==> src/rtl/mixcol_gf_scheduler.sv <==
// AES MixColumns / InvMixColumns over a 128-bit state, time-shared on
// GF_LANES GF(2^8) multipliers (poly 0x11B), one product term per lane per cycle.
// Ports:
//   clk, rst_n (sync, active-low)
//   in_valid / in_ready / in_data[127:0] / in_inv : input handshake, mode 1 = inverse
//   out_valid / out_ready / out_data[127:0]        : output handshake
//   busy : high while a state is in flight (RUN or DONE)

module gf_multiplier (
   input  logic [7:0] a,
   input  logic [7:0] b,
   output logic [7:0] p
);
   logic [7:0] aa;

   always_comb begin
      aa = a;
      p  = 8'h00;
      for (int i = 0; i < 8; i++) begin
         if (b[i]) p = p ^ aa;
         aa = {aa[6:0], 1'b0} ^ (aa[7] ? 8'h1b : 8'h00);
      end
   end
endmodule

module mixcol_gf_scheduler #(
   parameter int GF_LANES = 1
) (
   input  logic         clk,
   input  logic         rst_n,
   input  logic         in_valid,
   output logic         in_ready,
   input  logic [127:0] in_data,
   input  logic         in_inv,
   output logic         out_valid,
   input  logic         out_ready,
   output logic [127:0] out_data,
   output logic         busy
);
   generate
      if (!(GF_LANES == 1 || GF_LANES == 2 || GF_LANES == 4)) begin : g_bad_lanes
         $error("mixcol_gf_scheduler: GF_LANES must be 1, 2 or 4");
      end
   endgenerate

   typedef enum logic [1:0] {
      IDLE = 2'd0,
      RUN  = 2'd1,
      DONE = 2'd2
   } state_t;

   localparam logic [5:0] STEP   = 6'(GF_LANES);
   localparam logic [1:0] LAST_K = 2'(4 - GF_LANES);

   state_t       state;
   state_t       state_nx;
   logic [127:0] s_reg;
   logic         inv;
   logic [5:0]   cnt;
   logic [7:0]   acc;
   logic [1:0]   col;
   logic [1:0]   row;
   logic         last_k;
   logic [6:0]   wr_base;
   logic [7:0]   lane_p [GF_LANES];
   logic [7:0]   lane_x;

   function automatic logic [7:0] coeff(input logic inv_i, input logic [1:0] idx);
      logic [7:0] m;
      m = 8'h00;
      case ({inv_i, idx})
         3'b000: m = 8'h02;
         3'b001: m = 8'h03;
         3'b010: m = 8'h01;
         3'b011: m = 8'h01;
         3'b100: m = 8'h0e;
         3'b101: m = 8'h0b;
         3'b110: m = 8'h0d;
         3'b111: m = 8'h09;
         default: m = 8'h00;
      endcase
      return m;
   endfunction

   assign col    = cnt[5:4];
   assign row    = cnt[3:2];
   assign last_k = (cnt[1:0] == LAST_K);
   // byte n lives at bit 8*(15-n); ~n equals 15-n for a 4-bit index
   assign wr_base = {~{col, row}, 3'b000};

   genvar g;
   generate
      for (g = 0; g < GF_LANES; g++) begin : g_lane
         logic [1:0] k;
         logic [6:0] rd_base;
         logic [7:0] m;
         logic [7:0] sb;

         assign k       = cnt[1:0] + 2'(g);
         assign rd_base = {~{col, k}, 3'b000};
         assign m       = coeff(inv, k - row);
         assign sb      = s_reg[rd_base +: 8];

         gf_multiplier u_mul (
            .a (m),
            .b (sb),
            .p (lane_p[g])
         );
      end
   endgenerate

   always_comb begin
      lane_x = 8'h00;
      for (int i = 0; i < GF_LANES; i++) lane_x = lane_x ^ lane_p[i];
   end

   always_comb begin
      state_nx  = state;
      in_ready  = 1'b0;
      out_valid = 1'b0;
      busy      = 1'b1;
      case (state)
         IDLE: begin
            in_ready = 1'b1;
            busy     = 1'b0;
            if (in_valid) state_nx = RUN;
         end
         RUN: begin
            if (last_k && cnt[5:2] == 4'hf) state_nx = DONE;
         end
         DONE: begin
            out_valid = 1'b1;
            if (out_ready) state_nx = IDLE;
         end
         default: state_nx = IDLE;
      endcase
   end

   always_ff @(posedge clk) begin
      if (!rst_n) state <= IDLE;
      else        state <= state_nx;
   end

   always_ff @(posedge clk) begin
      if (!rst_n) begin
         s_reg    <= '0;
         inv      <= 1'b0;
         cnt      <= '0;
         acc      <= '0;
         out_data <= '0;
      end else begin
         case (state)
            IDLE: begin
               if (in_valid) begin
                  s_reg <= in_data;
                  inv   <= in_inv;
                  cnt   <= '0;
                  acc   <= '0;
               end
            end
            RUN: begin
               cnt <= cnt + STEP;
               if (last_k) begin
                  // byte complete: fold in this cycle's lanes directly
                  out_data[wr_base +: 8] <= acc ^ lane_x;
                  acc                    <= '0;
               end else begin
                  acc <= acc ^ lane_x;
               end
            end
            default: ;
         endcase
      end
   end
endmodule
==> config.mk <==
export PLATFORM = sky130hd
export DESIGN_NAME = mixcol_gf_scheduler
export DESIGN_NICKNAME = d
export VERILOG_FILES = /design/src/rtl/mixcol_gf_scheduler.sv
export SDC_FILE = /design/constraint.sdc
export NUM_CORES = 1
export LEC_CHECK = 0
export BUFFER_PORTS_ARGS = -buffer_cell sky130_fd_sc_hd__buf_2
export CELL_PAD_IN_SITES_DETAIL_PLACEMENT = 2
export CELL_PAD_IN_SITES_GLOBAL_PLACEMENT = 2
export CORE_UTILIZATION = 33
export CTS_BUF_LIST = sky130_fd_sc_hd__clkbuf_8
export CTS_CLUSTER_SIZE = 14
export DETAILED_ROUTE_END_ITERATION = 8
export PLACE_DENSITY = 0.88
export SLEW_MARGIN = 20
export SYNTH_ARGS = -nofsm -noshare
export SYNTH_HDL_FRONTEND = slang
export SYNTH_SLANG_ARGS = --single-unit
==> constraint.sdc <==
create_clock -name clk -period 4.5 [get_ports clk]
set_clock_uncertainty 0.15 [all_clocks]
set_input_delay 0.675 -clock clk [delete_from_list [all_inputs] [get_ports clk]]
set_output_delay 0.675 -clock clk [all_outputs]
set_load 0.02 [all_outputs]
==> impl_metrics.csv, run 1 <==
group,metric,value,unit
power,power_density,397,nW/um2
floorplanning,dieArea,35700,um2
worst_hold_path,whs_path_depth,3,
timing,finalHoldViolations,0,
placed_design,gp_congestion,0.844,
grt,overflow,0,
timing,drv_slew,0,
synthesis,yosysTopAreaCellShare,0.474,
layout,area_growth,22.9,%
clock_network,clock_latency,0.61,ns
clock_network,cts_buffer_depth,3,
floorplanning,core_region_area,34500,um2
clock_network,cts_tree,"yes",
route,drt-initial-drc-count,680,
floorplanning,ios,264,
clock_network,cts_buffers,46,
floorplanning,die_w,189,um
synthesis,ys_seq_elements,273,
route,drc_errors,0,
floorplanning,row_count,68,
synthesis,ys_warn_count,0,
route,vias,11300,
synthesis,syn_area,11500,um2
clock_network,numClockSinks,273,
synthesis,synthesis.nets,1472,
grt,grt_pass1_vias,12600,
clock_network,cts-root-buf,"clkbuf_8",
worst_hold_path,hp-class,"in -> reg",
timing,tightest_slew,1.11,ns
power,finalPower,5630,uW
grt,grt_pass1_wl,74900,um
layout,nets,1701,
power,power.leakage,0.00588,uW
synthesis,synthFlopType,"dfxtp_1",
layout,drive_gt1_frac,0.271,
setup_path,r2r_end,"out_data[123]",
timing,min_period_over_period,0.909,
synthesis,yosysTopAreaCell,"dfxtp_1",
placed_design,place_hpwl,31100,um
synthesis,synth_common_cells,"nand2_1, dfxtp_1, a21oi_1",
timing,rsz0062_at_grt,"false",
route,drt_pass1_iterations,4,
floorplanning,start_util,0.335,
layout,antenna-diode-count,0,
setup_path,cp.arrival,4.40,ns
clock_network,cts_hold_buf,0,
power,peakVddDrop,0.000148,V
setup_path,crit_path_max_fanout,20,
route,viasPerCell,5.49,
synthesis,async_flop_share,0,
synthesis,synth.most_common_cell,"nand2_1",
setup_path,worstPathRequired,4.81,ns
clock_network,htree_num_levels,2,
route,avgRoutedWirePerCell,23.6,um
synthesis,synth_edf_count,0,
grt,grt_max_degree,102,
clock_network,clkTransAtPathRegs,0.06,ns
floorplanning,die_y,189,um
worst_hold_path,worstHoldEndpoint,"s_reg[6]",
timing,min_period,4.09,ns
synthesis,ys_seq_area_frac,0.474,
worst_hold_path,hold_path_startpoint,"in_data[6]",
flow_run,drv_cap,0,
route,wirelength,48400,um
route,antenna_left,0,
synthesis,synth.distinct_cells,62,
timing,slew_headroom,0.260,
setup_path,r2r_cells,8,
clock_network,cts_resized,0,
grt,grtUsageTotal,0.270,
setup_path,start_kind,"flip-flop",
synthesis,synthCells,1336,
grt,antenna_found_initial,0,
timing,fin_setup_tns,0,ns
timing,setup_viol,0,
setup_path,worstReg2RegStart,"cnt[0]",
setup_path,worst-r2r-setup-slack,0.41,ns
clock_network,post_cts_buffers,0,
placed_design,numPortBuffers,263,
synthesis,synth.top_cells.by_area,"dfxtp_1, nand2_1, a21oi_1",
synthesis,synth_area_per_cell,8.63,um2
setup_path,critPathKind,"reg -> reg",
setup_path,worst_setup_path_end_kind,"flip-flop",
timing,clock.fmax,244,MHz
status,status,"completed",
-- worst max-delay path by stage --
| stage | start | end | slack [ns] |
|---|---|---|---|
| after floorplan | cnt[0] | out_data[103] | 1.17 |
| after global placement | cnt[0] | out_data[122] | 0.51 |
| after detailed placement | cnt[0] | out_data[5] | 0.31 |
| after CTS | cnt[0] | out_data[122] | 0.07 |
| after global routing | cnt[0] | out_data[123] | 0.16 |
| final | cnt[0] | out_data[123] | 0.41 |
-- worst max-delay path, cell delays in order, from the launching register on --
cell and delay [ns]:
dfxtp_2 0.83, mux4_2 0.64, mux4_2 0.65, xor2_2 0.24
xnor2_4 0.34, a21oi_1 0.18, o2bb2ai_2 0.57, xnor2_1 0.23
o21ai_1 0.11
-- logic make-up after synthesis --
group                      share of synthesized area
buffers and inverters                         0.0458
muxes                                         0.0940
AOI/OAI and AO/OA                              0.170
xor gates and xnor gates                      0.0361
DFF                                            0.474
adders and majority gates                    0.00326
and+or+nand+nor                                0.177
-- layout make-up --
| class | instances | area (um2) |
|---|---|---|
| fillers | 3866 | 20300 |
| flip-flops and latches | 273 | 5470 |
| inverters | 7 | 28.8 |
| clock inverters | 25 | 170 |
| repair buffers | 290 | 1550 |
| well taps | 455 | 569 |
| multi-input cells | 947 | 5620 |
| clock buffers | 56 | 771 |
-- layout by cell type, fill, tap and decap left out, types with 3 or more instances in the layout --
cell and instances:
nand2_1 366, dfxtp_1 271, buf_2 262, a21oi_1 190, o21ai_0 77, clkbuf_8 56, o22ai_1 43, mux4_2 35
nor2_1 34, buf_4 26, and3_1 21, nand3_1 21, xnor2_1 20, inv_1 17, mux2i_1 17, a211oi_1 13
xor2_1 12, nor3_1 10, o21ai_1 8, nor3_2 7, xnor2_2 6, clkinv_2 6, mux2i_2 5, or3_1 5
nor3b_1 4, a31oi_1 4, nor2b_1 3, mux2_2 3, xnor2_4 3, nand3b_1 3, ha_1 3
-- stage by stage --
stage / setup WS, ns / hold slack, ns / cell area, um2 / utilization / cells
after floorplan: 1.17 / 0.283 / 11500 / - / 1336
after global placement: 0.515 / 0.281 / 13200 / 0.383 / 1972
after detailed placement: 0.313 / 0.299 / 13200 / 0.383 / 1972
after CTS: 0.0744 / 0.142 / 14200 / 0.411 / 2053
after global routing: 0.163 / 0.149 / 14200 / 0.411 / 2053
final: 0.410 / 0.173 / 14200 / 0.411 / 2053
-- metal layers --
metal	vias to the layer above	global-route usage	wire, um
met3	109	0.0434	2240
met2	385	0.478	24300
met4	0	0.108	1780
met5	-	0	0
li1	5073	-	-
met1	5706	0.323	20100
-- where the power goes --
group | switching, uW | internal (uW)
clock | 1090 | 1240
sequential | 66.6 | 2490
combinational | 483 | 253
Note: power is estimated with default switching activity, not from simulation.
==> run 2: changes to the inputs <==
Settings changed: CORE_UTILIZATION 33 to 35, PLACE_DENSITY 0.88 to 0.93, SLEW_MARGIN 20 to unset.
Clock period 4.5 ns to 5 ns, I/O delays scaled along.
==> run 2 against run 1 <==
Register-to-register slack worse by 0.13 ns. First-iteration DRC count is 45% higher. Maximum frequency is 13% lower. Clock power is 2% lower. Global-route usage is 6.1 points higher. Setup slack worse by 0.13 ns. Design area is 0.18% lower. Critical path depth is 1 higher. Sequential power is 9.4% lower. Critical path type unchanged. Largest cell class unchanged. Highest routed layer unchanged.
==> impl_metrics.csv, run 2 (same netlist as run 1, synthesis figures left out) <==
group,metric,value,unit
layout,most-common-layout-cells,"nand2_1, dfxtp_1, buf_2",
power,p_comb_frac,0.130,
timing,fin_ws,0.278,ns
clock_network,clkTransAtPathRegs,0.07,ns
timing,setup_viol,0,
clock_network,cts_hold_buf,0,
grt,grt_max_degree,101,
clock_network,cts-root-buf,"clkbuf_8",
grt,antenna_found_initial,2,
layout,final_area,14100,um2
layout,drive_gt1_frac,0.271,
timing,slew_headroom,0.0520,
timing,min_period,4.72,ns
timing,finalHoldViolations,0,
floorplanning,core_region_area,32500,um2
placed_design,numPortBuffers,263,
setup_path,crit_chain,"buf_4 -> mux4_2 -> mux2i_1 -> mux2_2 -> a21o_1 -> o2bb2a_2 -> xnor2_1 -> nand3_1 -> o2111a_1",
timing,rsz0062_at_grt,"false",
route,drt-initial-drc-count,989,
timing,fin_setup_tns,0,ns
worst_hold_path,hp-class,"in -> reg",
layout,nets,1694,
floorplanning,dieArea,33700,um2
floorplanning,die_y,184,um
clock_network,clock_latency,0.61,ns
grt,overflow,0,
setup_path,critPathSlowestCell,"xnor2_1",
setup_path,cp_top_family,"multiplexers",
floorplanning,start_util,0.355,
clock_network,cts_resized,0,
power,power.leakage,0.00588,uW
power,p_seq_frac,0.438,
clock_network,post_cts_buffers,0,
grt,grtUsageTotal,0.330,
floorplanning,ios,264,
setup_path,worst_setup_path_end_kind,"flip-flop",
power,clockPowerShare,0.432,
route,viasPerCell,5.90,
setup_path,cp.arrival,5.06,ns
power,peakVddDrop,0.000179,V
route,wirelength,57700,um
timing,tightest_slew,1.41,ns
power,p_int,3680,uW
route,drc_errors,0,
grt,grt_pass1_vias,13100,
setup_path,critPathKind,"reg -> reg",
setup_path,slowest_delay,1.11,ns
placed_design,place_area,13100,um2
clock_network,numClockSinks,273,
power,power_density,375,nW/um2
layout,layout_commonest_cell,"nand2_1",
layout,area_growth,22.7,%
grt,grt_pass1_wl,84100,um
setup_path,crit_buf_inv,1,
flow_run,drv_cap,0,
route,avgRoutedWirePerCell,28.3,um
route,vias,12000,
power,p_sw,1620,uW
timing,min_period_over_period,0.944,
clock_network,cts_tree,"yes",
clock_network,htree_num_levels,2,
timing,clock.fmax,212,MHz
route,antenna_left,0,
floorplanning,row_count,66,
placed_design,gp_congestion,0.839,
setup_path,start_kind,"flip-flop",
setup_path,worstPathRequired,5.34,ns
clock_network,cts_buffer_depth,3,
placed_design,place_hpwl,34200,um
timing,drv_slew,0,
route,drt_pass1_iterations,5,
floorplanning,die_w,184,um
clock_network,cts_buffers,48,
setup_path,crit_path_max_fanout,18,
placed_design,dp_slack,0.477,ns
power,swShare,0.305,
status,status,"completed",
[run 2: cell types whose count changed in the layout (fill, tap and decap cells not counted), moves of 2 or more]
cell / change
buf_12: -2
xnor2_4: -2
diode_2: +2
inv_1: -2
buf_4: -7
clkbuf_8: +10
[run 2: final cells by class]
| type | instances | area [um2] |
|---|---|---|
| fill | 3551 | 18300 |
| inverter | 7 | 28.8 |
| clock buffer | 66 | 908 |
| clock inverter | 20 | 120 |
| timing repair buffer | 281 | 1450 |
| multi-input combinational | 947 | 5610 |
| sequential | 273 | 5470 |
| antenna | 2 | 5.00 |
| tap | 442 | 553 |
[run 2: worst min-delay path: stages]
cell,delay [ns]
buf_2,0.10
nand2_1,0.05
a21oi_1,0.05
[run 2: routing by layer]
layer | share of wire | global-route usage
met5 | 0 | 0
met1 | 0.38 | 0.373
met3 | 0.068 | 0.0709
met4 | 0.064 | 0.206
met2 | 0.49 | 0.566
[run 2: power by group through the flow]
stage,Clock (uW),Combinational (uW),Sequential (uW)
3_5_place_dp,0,629,2360
2_1_floorplan,0,409,2310
3_3_place_gp,0,588,2350
5_1_grt,2390,716,2320
4_1_cts,2290,667,2310
6_report,2290,691,2320
[run 2: path summary, 6_finish.rpt]
check	from	to	slack, ns	cells after the start
worst max-delay path	cnt[1]	out_data[67]	0.28	9
worst min-delay path	in_data[44]	s_reg[44]	0.24	3
worst max register to register	cnt[1]	out_data[67]	0.28	9
worst min register to register	out_data[120]	out_data[120]	0.30	2
[run 2: through the flow]
stage	utilization	std cells	hold WS (ns)	total power, uW
4_1_cts	0.435	2036	0.228	5270
3_3_place_gp	0.404	1950	0.284	2930
6_report	0.436	2038	0.241	5300
3_5_place_dp	0.404	1950	0.291	2990
2_1_floorplan	-	1336	0.283	2720
5_1_grt	0.436	2038	0.249	5430
